===== config.mk =====
export PLATFORM = sky130hd
export DESIGN_NAME = reg_dump_reader
export DESIGN_NICKNAME = d
export VERILOG_FILES = /design/src/rtl/reg_dump_reader.sv
export SDC_FILE = /design/constraint.sdc
export NUM_CORES = 1
export LEC_CHECK = 0
export CAP_MARGIN = 20
export CORE_UTILIZATION = 44
export CTS_BUF_LIST = sky130_fd_sc_hd__clkbuf_4
export DETAILED_ROUTE_END_ITERATION = 16
export PLACE_DENSITY = 0.87
export SLEW_MARGIN = 0
export SYNTH_ARGS = -nofsm -noshare
export SYNTH_HDL_FRONTEND = slang
export SYNTH_SLANG_ARGS = --single-unit

===== constraint.sdc =====
create_clock -name CLK -period 1.97 [get_ports CLK]
set_clock_uncertainty 0.2 [all_clocks]
set_input_delay 0.2955 -clock CLK [delete_from_list [all_inputs] [get_ports CLK]]
set_output_delay 0.2955 -clock CLK [all_outputs]
set_load 0.005 [all_outputs]

===== src/rtl/reg_dump_reader.sv =====
// Walks register addresses 0..DEPTH-1 and presents each word. Each word takes 3 cycles (issue, capture, present) plus any stall.
// OUT_DATA/OUT_ADDR are held until OUT_READY. Define REG_DUMP_PARITY_EN to add the OUT_PAR even-parity output.
module reg_dump_reader #(
  parameter int DATA_W = 32,
  parameter int DEPTH  = 32,
  parameter int ADDR_W = 5
) (
  input  logic              CLK,
  input  logic              RST,
  input  logic              START,
  input  logic              ABORT,
  output logic              RF_READ,
  output logic [ADDR_W-1:0] RF_ADDR,
  input  logic [DATA_W-1:0] RF_DATA,
  output logic [DATA_W-1:0] OUT_DATA,
  output logic [ADDR_W-1:0] OUT_ADDR,
  output logic              OUT_VALID,
  input  logic              OUT_READY,
  output logic              BUSY,
  output logic              DONE
`ifdef REG_DUMP_PARITY_EN
  ,
  output logic              OUT_PAR
`endif
);

  typedef enum logic [1:0] {IDLE, ISSUE, CAPTURE, PRESENT} state_t;

  localparam logic [ADDR_W-1:0] LAST_ADDR = ADDR_W'(DEPTH - 1);

  state_t              state_q, state_d;
  logic [ADDR_W-1:0]   cnt_q, cnt_d;
  logic [DATA_W-1:0]   out_data_q, out_data_d;
  logic [ADDR_W-1:0]   out_addr_q, out_addr_d;
  logic                done_q, done_d;
`ifdef REG_DUMP_PARITY_EN
  logic                out_par_q, out_par_d;
`endif

  always_ff @(posedge CLK or posedge RST) begin
    if (RST) begin
      state_q    <= IDLE;
      cnt_q      <= '0;
      out_data_q <= '0;
      out_addr_q <= '0;
      done_q     <= 1'b0;
`ifdef REG_DUMP_PARITY_EN
      out_par_q  <= 1'b0;
`endif
    end else begin
      state_q    <= state_d;
      cnt_q      <= cnt_d;
      out_data_q <= out_data_d;
      out_addr_q <= out_addr_d;
      done_q     <= done_d;
`ifdef REG_DUMP_PARITY_EN
      out_par_q  <= out_par_d;
`endif
    end
  end

  always_comb begin
    state_d    = state_q;
    cnt_d      = cnt_q;
    out_data_d = out_data_q;
    out_addr_d = out_addr_q;
    done_d     = 1'b0;
`ifdef REG_DUMP_PARITY_EN
    out_par_d  = out_par_q;
`endif
    case (state_q)
      IDLE: begin
        if (START) begin
          state_d = ISSUE;
          cnt_d   = '0;
        end
      end
      ISSUE:   state_d = CAPTURE;
      CAPTURE: begin
        state_d    = PRESENT;
        out_data_d = RF_DATA;
        out_addr_d = cnt_q;
`ifdef REG_DUMP_PARITY_EN
        out_par_d  = ^RF_DATA;
`endif
      end
      PRESENT: begin
        if (OUT_READY) begin
          if (cnt_q == LAST_ADDR) begin
            state_d = IDLE;
            done_d  = 1'b1;
          end else begin
            state_d = ISSUE;
            cnt_d   = cnt_q + 1'b1;
          end
        end
      end
      default: state_d = IDLE;
    endcase
    // Abort overrides everything, including a completion on the last word.
    if (ABORT && state_q != IDLE) begin
      state_d = IDLE;
      done_d  = 1'b0;
    end
  end

  assign RF_READ   = (state_q == ISSUE);
  assign RF_ADDR   = cnt_q;
  assign OUT_DATA  = out_data_q;
  assign OUT_ADDR  = out_addr_q;
  assign OUT_VALID = (state_q == PRESENT);
  assign BUSY      = (state_q != IDLE);
  assign DONE      = done_q;
`ifdef REG_DUMP_PARITY_EN
  assign OUT_PAR   = out_par_q;
`endif

endmodule


After elaboration in Yosys (flattened, before gate mapping)
Cells that the tools add are included.
- bits in registers: 45
- input bits: 37
- output and inout bits: 46
- logic and storage cells: 34
- add/subtract/negate cells: 1
- equal/unequal tests: 9
- multiplexer cells: 13
- reduce and logical (&&, ||, !) cells: 6
- operators by type and width (cell ; number):
    $mux W5 ; 3
    $pmux W5 S2 ; 1
    $pmux W2 S4 ; 1
    $mux W2 ; 3
    $add A5 B1 Y5 const B ; 1
    $eq A5 B5 Y1 const B ; 1
    $mux W1 ; 5
    $eq A2 B2 Y1 const B ; 2
    $ne A2 B2 Y1 const B ; 2
    $reduce_and A4 Y1 ; 1
    $reduce_bool A2 Y1 ; 2
    $ne A3 B1 Y1 const B ; 1
    $ne A3 B3 Y1 const B ; 1
    $eq A2 B1 Y1 const B ; 1
    $logic_not A2 Y1 ; 1
    $ne A2 B1 Y1 const B ; 1
    $reduce_and A2 Y1 ; 1
    $logic_and A1 B1 Y1 ; 1

Depth between registers and ports, before layout
Gate-level depths: netlist of run 1.
- depth in word-level cells: 5
- gate-level depth with buffers: 7

Worst setup path after synthesis of run 1
OpenSTA, ideal clock, no wires.
- kind: register to register
- start: reg cnt_q[0], in the netlist RF_ADDR[0]
- end: reg cnt_q[3], in the netlist RF_ADDR[3]
- setup time: 0.126 ns
- data arrival time: 1.473 ns
- required time: 1.644 ns
- path slack: 0.171 ns
- cell stages (with the launch flop): 8
- path through: dfrtp_1 ha_1 inv_1 nor3_1 ha_1 nand3b_4 a221oi_2 o22ai_1
- longest elaborated chain between the ends: 4
- elaborated cells on any way between the ends: 7
- ends and longest elaborated chain (item ; line ; text):
    start: declaration ; 32 ; logic [ADDR_W-1:0] cnt_q, cnt_d;
    start signal: assignment ; 52 ; cnt_q <= cnt_d;
    $add A5 B1 Y5 ; 94 ; cnt_d = cnt_q + 1'b1;
    $mux W5 ; 89 ; if (cnt_q == LAST_ADDR) begin
    $mux W5 ; 88 ; if (OUT_READY) begin
    $pmux W5 S2 ; 71 ; case (state_q)
Several ways; a longest one is shown, not always the timed one. The select of a mux whose other input is x is not followed.
A chain may end at the register's enable or synchronous reset.

Final worst setup path of run 1
- start: reg state_q[0]
- end: out RF_READ
- longest elaborated chain between the ends: 1
- ends and longest elaborated chain (item ; line ; text):
    start: declaration ; 31 ; state_t state_q, state_d;
    start signal: assignment ; 51 ; state_q <= state_d;
    $eq A2 B1 Y1 ; 107 ; assign RF_READ = (state_q == ISSUE);
    end: declaration ; 12 ; output logic RF_READ,
No other way between the ends.

==> impl_metrics.env, run 1 <==
export IMPL_io_buffers=82
export IMPL_met2_length_um=2060
export IMPL_place_inst=270
export IMPL_antenna_found_initial=0
export IMPL_path_class="flop to output port"
export IMPL_seq_area_um2=1130
export IMPL_cts_sinks=45
export IMPL_cts_htree_levels=2
export IMPL_async_flop_share_pct=100
export IMPL_power_mw=4.38
export IMPL_nets=272
export IMPL_worst_slack_ns=0.0662
export IMPL_ir_worst_vdd_uv=677
export IMPL_p_leak_nw=1.37
export IMPL_place_area_um2=2990
export IMPL_grt_overflow_total=0
export IMPL_cts_buffers=5
export IMPL_gp_congestion=0.800
export IMPL_crit_required_ns=1.47
export IMPL_period_minus_slack_ns=1.90
export IMPL_rows=24
export IMPL_ios=83
export IMPL_synthCells=134
export IMPL_grt_start_max_net_pins=46
export IMPL_die_h_um=70.5
export IMPL_place_ws_ns=0.145
export IMPL_wl_met3_um=345
export IMPL_whs_ns=0.0788
export IMPL_track_usage_pct=19.8
export IMPL_fin_area_um2=3100
export IMPL_synth_cell_area_um2=2060
export IMPL_drc_errors=0
export IMPL_arrival_ns=1.41
export IMPL_fillers=323
export IMPL_ant_nets=0
export IMPL_hp_class="input port to asynchronous set/reset pin"
export IMPL_ys_warn_count=0
export IMPL_tightest_slew_ns=0.235
export IMPL_cap_violations=0
export IMPL_setup_viol=0
export IMPL_drive_gt1_share_pct=30.0
export IMPL_fp_coreArea_um2=4410
export IMPL_synth_area_top_cells="dfrtp_1 55%, mux2_4 22%, mux2_2 3.8%"
export IMPL_m1WireLength_um=2150
export IMPL_layout_cells_non_filler=282
export IMPL_hold_viol=0
export IMPL_path_clk_slew_ns=0.14
export IMPL_fp_dieW_um=70.5
export IMPL_maxSlewHeadroom_pct=84.4
export IMPL_dp_hpwl_um=3340
export IMPL_avgSynthCellArea_um2=15.4
export IMPL_grt_pass1_vias=1532
export IMPL_period_share_pct=96.6
export IMPL_setup_tns_final_ns=0
export IMPL_syn2layout_area_growth_pct=50.5
export IMPL_cts_hold_buf=0
export IMPL_endpoint_kind="output port"
export IMPL_vias=1424
export IMPL_cts_buffer_depth=2
export IMPL_cts_root_buf="clkbuf_4"
export IMPL_yosysMostFrequentCell="dfrtp_1"
export IMPL_slew_viol_final=0
export IMPL_clk_insertion_delay_late_ns=0.36
export IMPL_synth_nets=177
export IMPL_p_per_area_nw_per_um2=1410
export IMPL_rsz0062_at_grt="false"
export IMPL_synth_top_area_share_pct=54.6
export IMPL_via_per_inst=5.05
export IMPL_ys_seq_elements=45
export IMPL_yosys_top_cells_count="45 x dfrtp_1, 30 x mux2_4, 9 x inv_1"
export IMPL_multi_input_area_um2=857
export IMPL_top_layer_used="met4"
export IMPL_ys_types=28
export IMPL_synth_edff_count=0
export IMPL_grt_pass1_wl_um=7480
export IMPL_crit_fanout=3
export IMPL_drt_first_pass_iters=4
export IMPL_drt_iter0_markers=68
export IMPL_cp_start_kind="flop"
export IMPL_ys_flop_type="dfrtp_1"
export IMPL_final_core_util_pct=70.3
export IMPL_fp_dieArea_um2=4960
export IMPL_drt_total_wl_um=4630
export IMPL_cts_tree="built"
export IMPL_synth_top_cell_by_area="dfrtp_1"
export IMPL_yosysSeqAreaShare_pct=54.6
export IMPL_outcome="complete, no violations"
export IMPL_fmax_mhz=525
export IMPL_diodes=0
export IMPL_start_util_pct=46.7
export IMPL_post_drt_wl_per_cell_um=16.4
## cell type report
cell class                 instances  share of cell area (%)
tap                               52                    2.10
sequential                        45                    36.3
multi-input combinational         75                    27.6
clock buffer                       5                    1.21
timing repair buffer              93                    30.2
inverter                           9                    1.09
clock inverter                     3                    1.49
## where the power goes
part | total (mW) | switching [mW] | leakage, nW | internal, mW
clock network | 0.584 | 0.315 | 0.0414 | 0.269
logic | 2.28 | 0.749 | 0.775 | 1.53
registers | 1.51 | 0.213 | 0.555 | 1.30
## flip-flops by register name, summed over array words and instances, names as in the netlist
name	cells
DONE	1
OUT_ADDR	5
state_q	2
OUT_DATA	32
RF_ADDR	5
## final timing paths
path | start | to | slack [ns] | cells past startpoint
max reg2reg | RF_ADDR[0]$_DFFE_PP0P_ | RF_ADDR[3]$_DFFE_PP0P_ | 0.13 | 7
min | RST | OUT_DATA[4]$_DFFE_PP0N_ | 0.08 | 3
max in group asynchronous | RST | OUT_DATA[13]$_DFFE_PP0N_ | 1.28 | 3
max | state_q[0]$_DFFE_PP0P_ | RF_READ | 0.07 | 3
min reg2reg | OUT_DATA[20]$_DFFE_PP0N_ | OUT_DATA[20]$_DFFE_PP0N_ | 0.32 | 1
min in group CLK | OUT_DATA[20]$_DFFE_PP0N_ | OUT_DATA[20]$_DFFE_PP0N_ | 0.32 | 1
## layer usage
layer	vias to the layer above	global-route usage, %
met4	0	7.33
met3	7	4.04
met1	686	26.3
met5	-	0
li1	659	-
met2	72	31.9
## cells by family (layout without fill, tap and decap cells)
logic type | after synthesis | count (layout) | share of synthesized area (%)
multiplexers | 38 | 38 | 26.2
AO/OA/AOI/OAI | 12 | 12 | 4.73
adder cells (fa/ha/maj) | 6 | 6 | 3.64
flip-flops | 45 | 45 | 54.6
AND/OR/NAND/NOR | 19 | 19 | 6.67
buffers and inverters | 14 | 110 | 4.19
## cell usage in the layout (no fill, tap or decap), types with 2 or more instances in the layout
master,n
buf_12,3
nand2_1,3
dlygate4sd2_1,3
o21ai_1,3
clkbuf_4,5
ha_2,3
nand4_1,2
inv_2,2
a221oi_2,2
o22ai_1,2
inv_1,7
mux2_2,7
clkdlybuf4s50_1,79
buf_4,8
dfrtp_1,45
nand3_1,3
nand2b_1,3
ha_1,3
mux2_4,30
## critical path, stage by stage (launching register included)
cell,delay (ns)
dfrtp_1,0.44
buf_4,0.16
ha_1,0.19
dlygate4sd2_1,0.26
## repair_timing
item / 4_1_cts / 5_1_grt
buffers inserted: 4 / 0
endpoints found under the setup margin: 3 / 1
gates resized for setup: 5 / 1
(Power assumes the default switching activity.)
==> run 2: changes to the inputs <==
Settings changed: CTS_CLUSTER_DIAMETER from default to 80.
Clock period 1.97 ns to 2.1 ns, I/O delays scaled along.
==> run 2 against run 1 <==
First-iteration DRC count grew 25%. Non-clock buffer count unchanged. Largest cell class unchanged. Sequential power fell by 7%. Global-route usage is 0.83 points lower. Die area did not move. Setup slack improved by 0.12 ns. Via count fell by 0.77%. Final cell count stayed put. Sequential cell count unchanged. Sequential share of layout area shrank 0.12 points. Wire length down 3.3%.
==> impl_metrics.env, run 2 (synthesis gave the netlist of run 1 again) <==
export IMPL_cp_slowest_stage_delay_ns=0.41
export IMPL_cts_tree="built"
export IMPL_cts_buffers=5
export IMPL_track_usage_pct=19.0
export IMPL_path_class="flop to output port"
export IMPL_ir_worst_vdd_uv=643
export IMPL_via_per_inst=5.01
export IMPL_hold_viol=0
export IMPL_drt_total_wl_um=4470
export IMPL_path_clk_slew_ns=0.13
export IMPL_cap_violations=0
export IMPL_p_per_area_nw_per_um2=1320
export IMPL_setup_tns_final_ns=0
export IMPL_clk_insertion_delay_late_ns=0.35
export IMPL_fmax_mhz=522
export IMPL_cp_start_kind="flop"
export IMPL_grt_start_max_net_pins=21
export IMPL_slew_viol_final=0
export IMPL_cts_buffer_depth=2
export IMPL_critPathSlowestCell="dfrtp_1"
export IMPL_drt_iter0_markers=85
export IMPL_antenna_found_initial=0
export IMPL_layout_commonest_cell="clkdlybuf4s50_1"
export IMPL_crit_fanout=4
export IMPL_nets=272
export IMPL_ios=83
export IMPL_setup_viol=0
export IMPL_whs_ns=0.0582
export IMPL_die_h_um=70.5
export IMPL_drive_gt1_share_pct=29.6
export IMPL_drt_first_pass_iters=4
export IMPL_cts_sinks=45
export IMPL_place_ws_ns=0.195
export IMPL_period_minus_slack_ns=1.92
export IMPL_maxSlewHeadroom_pct=72.9
export IMPL_rows=24
export IMPL_cts_hold_buf=0
export IMPL_gp_congestion=0.850
export IMPL_dp_hpwl_um=3270
export IMPL_tightest_slew_ns=0.406
export IMPL_grt_pass1_wl_um=7180
export IMPL_grt_pass1_vias=1403
export IMPL_largest_register_ffs=32
export IMPL_io_buffers=82
export IMPL_cts_htree_levels=2
export IMPL_start_util_pct=46.7
export IMPL_worst_slack_ns=0.183
export IMPL_post_drt_wl_per_cell_um=15.9
export IMPL_arrival_ns=1.40
export IMPL_p_leak_nw=1.39
export IMPL_rsz0062_at_grt="false"
export IMPL_period_share_pct=91.3
export IMPL_ant_nets=0
export IMPL_endpoint_kind="output port"
export IMPL_crit_required_ns=1.58
export IMPL_worstPathCellList="buf_4 -> ha_1 -> dlygate4sd2_1"
export IMPL_cts_root_buf="clkbuf_4"
export IMPL_grt_overflow_total=0
export IMPL_syn2layout_area_growth_pct=51.0
export IMPL_vias=1413
export IMPL_fp_dieArea_um2=4960
export IMPL_layout_common_cells="79 x clkdlybuf4s50_1, 45 x dfrtp_1, 30 x mux2_4"
export IMPL_final_core_util_pct=70.5
export IMPL_hp_class="input port to asynchronous set/reset pin"
export IMPL_fp_dieW_um=70.5
export IMPL_r2r_setup_slack_ns=0.22
export IMPL_fp_coreArea_um2=4410
export IMPL_outcome="complete, no violations"
export IMPL_diodes=0
export IMPL_fillers=327
export IMPL_drc_errors=0
==> run 2: cell types whose count changed in the layout (fill, tap and decap cells not counted), sizes merged <==
cell / delta
clkinvlp: -1
dlymetal6s2s: +2
dlygate4sd2: -2
clkbuf: +1
==> run 2: layout make-up <==
| class | instances | area [um2] | share of cell area [%] |
|---|---|---|---|
| tap | 52 | 65.1 | 2.09 |
| clock buffer | 6 | 45.0 | 1.45 |
| inverter | 9 | 33.8 | 1.09 |
| clock inverter | 2 | 33.8 | 1.09 |
| sequential | 45 | 1130 | 36.2 |
| timing repair buffer | 93 | 945 | 30.3 |
| multi-input combinational | 75 | 865 | 27.8 |
==> run 2: through the flow <==
stage | cells | total power, mW | area, um2
floorplan | 134 | 2.52 | 2060
global placement | 270 | 3.46 | 2990
detailed placement | 270 | 3.51 | 2990
CTS | 280 | 4.11 | 3090
global route | 282 | 4.34 | 3110
finish | 282 | 4.10 | 3110
==> run 2: worst max-delay path: cells and delay by family (launching register included) <==
family	cells	cell delay (ns)
DFF	1	0.41
adders and majority gates	1	0.22
buffers and inverters	2	0.42
==> run 2: report_power, final <==
part	leakage (nW)	switching (mW)	internal, mW
logic	0.795	0.699	1.46
registers	0.555	0.186	1.22
clock network	0.0433	0.272	0.261
total	1.39	1.16	2.94
==> run 2: timing repair <==
| action | 4_1_cts | 5_1_grt |
|---|---|---|
| buffers inserted | 2 | 2 |
| cloned | 0 | 0 |
| gates resized for setup | 4 | 3 |
| pin swaps | 1 | 1 |
| endpoints found under the setup margin | 1 | 2 |
==> run 2: layer usage <==
layer  track usage (%)  vias up  part of all wire (%)
li1                  -      659                     -
met1              27.1      678                    48
met2              27.7       69                    44
met3              5.34        7                   7.3
met4              6.00        0                   1.3
met5                 0        -                     0
==> run 2: path summary, 6_finish.rpt <==
| kind | start | to | cells after the start |
|---|---|---|---|
| min in group CLK | OUT_DATA[23]$_DFFE_PP0N_ | OUT_DATA[23]$_DFFE_PP0N_ | 1 |
| setup / recovery | state_q[0]$_DFFE_PP0P_ | OUT_VALID | 3 |
| hold reg to reg | OUT_DATA[23]$_DFFE_PP0N_ | OUT_DATA[23]$_DFFE_PP0N_ | 1 |
| setup reg to reg | RF_ADDR[1]$_DFFE_PP0P_ | RF_ADDR[3]$_DFFE_PP0P_ | 7 |
| hold / removal | RST | OUT_DATA[9]$_DFFE_PP0N_ | 2 |
| max in group asynchronous | RST | OUT_DATA[22]$_DFFE_PP0N_ | 3 |
==> run 3: changes to the inputs <==
Settings changed: ABC_AREA from default to 1, GPL_TIMING_DRIVEN from default to 0, PLACE_DENSITY 0.87 to 0.89.
==> run 3 against run 2 <==
First-iteration DRC count is 22% higher. Via count is 2.5% lower. Sequential share of layout area is 1.5 points higher. Maximum frequency is 0.96% higher. Synthesized area is 5.8% lower. Highest routed layer unchanged. Sequential cell count stayed put. Largest power group unchanged. Critical path type unchanged. Core utilization is 2.1 points higher.
==> impl_metrics.env, run 3 <==
export IMPL_drt_iter0_markers=104
export IMPL_drc_errors=0
export IMPL_hp_class="input port to asynchronous set/reset pin"
export IMPL_grt_start_max_net_pins=25
export IMPL_place_area_um2=2850
export IMPL_rows=23
export IMPL_track_usage_pct=19.0
export IMPL_m1WireLength_um=1710
export IMPL_synth_edff_count=0
export IMPL_fin_area_um2=2990
export IMPL_critPathTopFamily="buffers and inverters"
export IMPL_met2_length_um=2060
export IMPL_cts_sinks=45
export IMPL_gp_congestion=0.730
export IMPL_yosysSeqAreaShare_pct=58.0
export IMPL_ys_seq_elements=45
export IMPL_cap_violations=0
export IMPL_fp_coreArea_um2=4120
export IMPL_layout_common_cells="79 x clkdlybuf4s50_1, 45 x dfrtp_1, 18 x mux2_4, 18 x mux2_2, 13 x nand2_1"
export IMPL_p_per_area_nw_per_um2=1350
export IMPL_cts_tree="built"
export IMPL_cp_start_kind="flop"
export IMPL_ir_worst_vdd_uv=741
export IMPL_yosysMostFrequentCell="dfrtp_1"
export IMPL_cts_buffer_depth=2
export IMPL_wl_met3_um=303
export IMPL_dp_hpwl_um=3100
export IMPL_worst_slack_ns=0.201
export IMPL_ys_types=19
export IMPL_fp_dieArea_um2=4690
export IMPL_period_share_pct=90.4
export IMPL_endpoint_kind="output port"
export IMPL_r2r_setup_slack_ns=0.25
export IMPL_die_h_um=68.5
export IMPL_async_flop_share_pct=100
export IMPL_ys_warn_count=0
export IMPL_ys_flop_type="dfrtp_1"
export IMPL_layout_commonest_cell="clkdlybuf4s50_1"
export IMPL_grt_overflow_total=0
export IMPL_post_drt_wl_per_cell_um=14.4
export IMPL_grt_pass1_wl_um=6410
export IMPL_setup_viol=0
export IMPL_start_util_pct=47.2
export IMPL_cts_htree_levels=2
export IMPL_path_class="flop to output port"
export IMPL_antenna_found_initial=0
export IMPL_synth_area_top_cells="dfrtp_1 58%, mux2_4 14%, mux2_2 10%"
export IMPL_via_per_inst=4.80
export IMPL_synth_top_cell_by_area="dfrtp_1"
export IMPL_hold_viol=0
export IMPL_cts_root_buf="clkbuf_4"
export IMPL_io_buffers=82
export IMPL_crit_required_ns=1.58
export IMPL_clk_insertion_delay_late_ns=0.35
export IMPL_cp_slowest_stage_delay_ns=0.56
export IMPL_grt_pass1_vias=1322
export IMPL_outcome="complete, no violations"
export IMPL_arrival_ns=1.38
export IMPL_drt_total_wl_um=4130
export IMPL_synth_top_area_share_pct=58.0
export IMPL_path_buf_inv=1
export IMPL_fp_dieW_um=68.5
export IMPL_maxSlewHeadroom_pct=65.3
export IMPL_vias=1377
export IMPL_reg2reg_depth=8
export IMPL_place_ws_ns=0.252
export IMPL_crit_fanout=7
export IMPL_synthCells=143
export IMPL_diodes=0
export IMPL_drive_gt1_share_pct=24.9
export IMPL_worstPathCellList="clkdlybuf4s50_1"
export IMPL_avgSynthCellArea_um2=13.6
export IMPL_fmax_mhz=527
export IMPL_path_clk_slew_ns=0.14
export IMPL_worstReg2RegStart="RF_ADDR[0]$_DFFE_PP0P_"
export IMPL_rr_endpoint="RF_ADDR[4]$_DFFE_PP0P_"
export IMPL_nets=279
export IMPL_yosys_top_cells_count="45 x dfrtp_1, 18 x mux2_2, 18 x mux2_4"
export IMPL_p_leak_nw=1.35
export IMPL_ant_nets=0
export IMPL_top_layer_used="met4"
export IMPL_critPathSlowestCell="clkdlybuf4s50_1"
export IMPL_tightest_slew_ns=0.519
export IMPL_rsz0062_at_grt="false"
export IMPL_cts_buffers=5
export IMPL_synth_nets=186
export IMPL_largest_register_ffs=32
export IMPL_slew_viol_final=0
export IMPL_ios=83
export IMPL_period_minus_slack_ns=1.90
export IMPL_synth_cell_area_um2=1940
export IMPL_drt_first_pass_iters=4
export IMPL_syn2layout_area_growth_pct=53.8
run 3: changes by cell type in the layout (fill, tap and decap cells not counted), moves of 3 or more:
cell,before,now
buf_6,0,3
nand2_1,3,13
buf_4,8,4
nand2b_1,3,0
mux2_2,7,18
o21ai_0,0,4
buf_12,3,0
nor2_1,0,10
mux2_4,30,18
run 3: how the worst max path moves through the flow:
stage	start	end	slack [ns]	cells after the start
global placement	RST	RF_ADDR[1]$_DFFE_PP0P_	-0.34	2
global route	RF_ADDR[0]$_DFFE_PP0P_	RF_ADDR[3]$_DFFE_PP0P_	0.07	8
finish	RF_ADDR[0]$_DFFE_PP0P_	RF_ADDR[0]	0.20	1
floorplan	RF_ADDR[0]$_DFFE_PP0P_	RF_ADDR[2]$_DFFE_PP0P_	0.39	8
CTS	state_q[0]$_DFFE_PP0P_	BUSY	0.003	4
detailed placement	state_q[0]$_DFFE_PP0P_	BUSY	0.25	4
run 3: timing repair:
action | CTS | global route
hold buffers | 0 | 0
setup endpoints to repair | 1 | 3
resized for setup | 2 | 4
pin swaps | 1 | 0
buffers inserted | 2 | 1
run 3: cell families after synthesis:
group,Yosys count,share of synthesized area (%)
buffers and inverters,14,4.12
AO/OA/AOI/OAI,10,2.58
AND/OR/NAND/NOR,32,7.15
flip-flops,45,58.0
multiplexers,36,24.3
adder cells (fa/ha/maj),6,3.86
run 3: layout make-up:
cell class | count | area (um2)
multi-input cells | 84 | 739
inverters | 9 | 33.8
fillers | 280 | 1130
plain buffers | 5 | 46.3
clock buffers | 5 | 37.5
clock inverters | 3 | 65.1
well taps | 50 | 62.6
flip-flops and latches | 45 | 1130
repair buffers | 86 | 878
run 3: metrics by stage:
step / instances / utilization [%] / hold WS, ns / TNS, ns / total power, mW
after floorplan: 143 / - / 0.263 / 0 / 2.40
after global placement: 275 / 68.7 / 0.288 / -15.45 / 3.32
after detailed placement: 276 / 69.4 / 0.298 / 0 / 3.41
after CTS: 286 / 72.3 / 0.0959 / 0 / 4.08
after global routing: 287 / 72.6 / 0.118 / 0 / 4.33
final: 287 / 72.6 / 0.0997 / 0 / 4.05
run 3: report_power, final:
part           total, mW  internal, mW  switching (mW)
Sequential          1.44          1.24           0.208
Combinational       1.96          1.31           0.648
Clock              0.646         0.369           0.278
run 3: routing by layer:
metal,vias up,track usage [%]
met1,661,21.9
met4,0,7.03
met2,45,33.0
met5,-,0
li1,665,-
met3,6,5.67
==> variant (config.mk and constraints of run 1) <==
Re-encode `state_t` (4 states) as one-hot, 4 bits wide.
--- a/src/rtl/reg_dump_reader.sv
+++ b/src/rtl/reg_dump_reader.sv
@@ -26,3 +26,3 @@
 
-  typedef enum logic [1:0] {IDLE, ISSUE, CAPTURE, PRESENT} state_t;
+  typedef enum logic [3:0] {IDLE = 4'b0001, ISSUE = 4'b0010, CAPTURE = 4'b0100, PRESENT = 4'b1000} state_t;
 
Behaviour: same outputs for any inputs over 10 cycles, from zero or initial values and one cycle with RST high; not proved beyond that.
==> variant against run 1 <==
- routed wire length shrank 0.52%
- synthesized area shrank 4.6%
- synthesized cell count fell by 1.5%
- largest power group unchanged
- register-to-register slack lost 0.05 ns
- cell count stayed put
- final area is 0.12% higher
- worst setup slack got worse by 0.095 ns
- power is 22% lower
- global-route usage barely moved
- sequential cell count increased by 2
- the flow now finishes with violations (setup timing)
==> variant: results (changes against run 1) <==
metric,value,unit,change
CP Data Arrival Time,1.50,ns,+0.09 ns
failing checks,setup timing,,
global-route total usage across every layer,19.8,%,about the same
Worst path slowest cell,dfstp_2,,
status,"complete, but fails checks",,
Cell Pwr Density,1100,mW/mm^2,-22%
Commonest cells post-synth,"46 x dfrtp_1, 19 x mux2_1, 19 x mux2_2",,
path depth of the worst reg2reg path,5,,-2
largest cells by area after synthesis,"dfrtp_1 58%, mux2_1 11%, mux2_2 11%",,
Routed WL,4600,microns,-0.52%
nets,270,,-0.74%
WL met1,1880,microns,-13%
Worst Tran Pin Value,0.373,ns,+0.138 ns
Critical Path Max Stage Delay,0.56,ns,+0.12 ns
Resized cells post-CTS,14,,+9
Placer Congestion,0.758,,-5.3%
largest net degree at the start of global routing,29,,-37%
R2R Path End,RF_ADDR[0],,
setup ws final,-0.0284,ns,-0.0946 ns
dpl cell area,0.00294,sq mm,-1.7%
Post-Synthesis Net Count,171,,-3.4%
Final setup viols,1,,+1
RR Startpoint,state_q[0],,
vias in the first global route,1473,,-3.9%
DR WL met2,2250,microns,+9.1%
VDD IR max,0.625,mV,-7.7%
hold slack,0.300,ns,+0.221 ns
post-synthesis compound-gate area fraction,5.91,%,+1.2 points
Hold Crit Class,register to register,,
XOR/XNOR Fraction of Synth Area,0.445,%,+0.45 points
proportion of layout cells with a drive suffix above 1,26.3,%,-3.7 points
Max Fanout on Critical Path,2,,-1
initial drt markers,44,,-35%
met3 wire length,419,microns,+21%
R2R setup slack,0.08,ns,-0.05 ns
dpl ws,-0.0395,ns,-0.184 ns
filler instances,271,,-16%
Post-CTS Setup Repair Bufs,1,,-3
Static Leak,1.41,nW,+2.8%
hold_buf cts,1,,+1
[variant: cell type report]
cell class	count	share of cell area, %
Clock buffer	5	1.21
Multi-Input combinational cell	75	25.5
Inverter	2	0.242
Timing Repair Buffer	100	31.6
Sequential cell	47	37.9
Tap cell	50	2.01
Clock inverter	3	1.49
[variant: how the worst max path moves through the flow]
stage | slack [ns] | endpoint | start | cells past startpoint
6_report | -0.03 | BUSY | state_q[0] | 2
5_1_grt | -0.09 | BUSY | state_q[0] | 2
4_1_cts | -0.05 | BUSY | state_q[0] | 2
3_3_place_gp | 0.05 | BUSY | state_q[0] | 2
3_5_place_dp | -0.04 | RF_ADDR[3] | RF_ADDR[0] | 7
2_1_floorplan | 0.06 | RF_ADDR[0] | RF_ADDR[0] | 6
[variant: critical path: cells and delay by family (launching register included)]
| family | cells | cell delay, ns |
|---|---|---|
| simple gates | 1 | 0.47 |
| buf+inv | 1 | 0.13 |
| flops | 1 | 0.56 |
[variant: where the power goes]
group | switching (mW) | internal, mW
Clock | 0.308 | 0.271
Sequential | 0.151 | 1.23
Combinational | 0.515 | 0.941
[variant: cell families after synthesis]
group,count (synthesis)
simple gates,19
xor+xnor,1
mux,39
compound gates,14
buf+inv,10
flops,47
fa+ha+maj,2
[variant: layer usage]
layer	vias up	track usage [%]
met3	7	5.76
li1	680	-
met4	0	7.14
met2	75	34.3
met1	715	23.1
met5	-	0
[variant: metrics by stage]
step | instances | setup TNS [ns]
3_3_place_gp | 270 | 0
3_5_place_dp | 270 | -0.101
6_report | 282 | -0.0284
2_1_floorplan | 132 | 0
5_1_grt | 282 | -0.112
4_1_cts | 280 | -0.0532
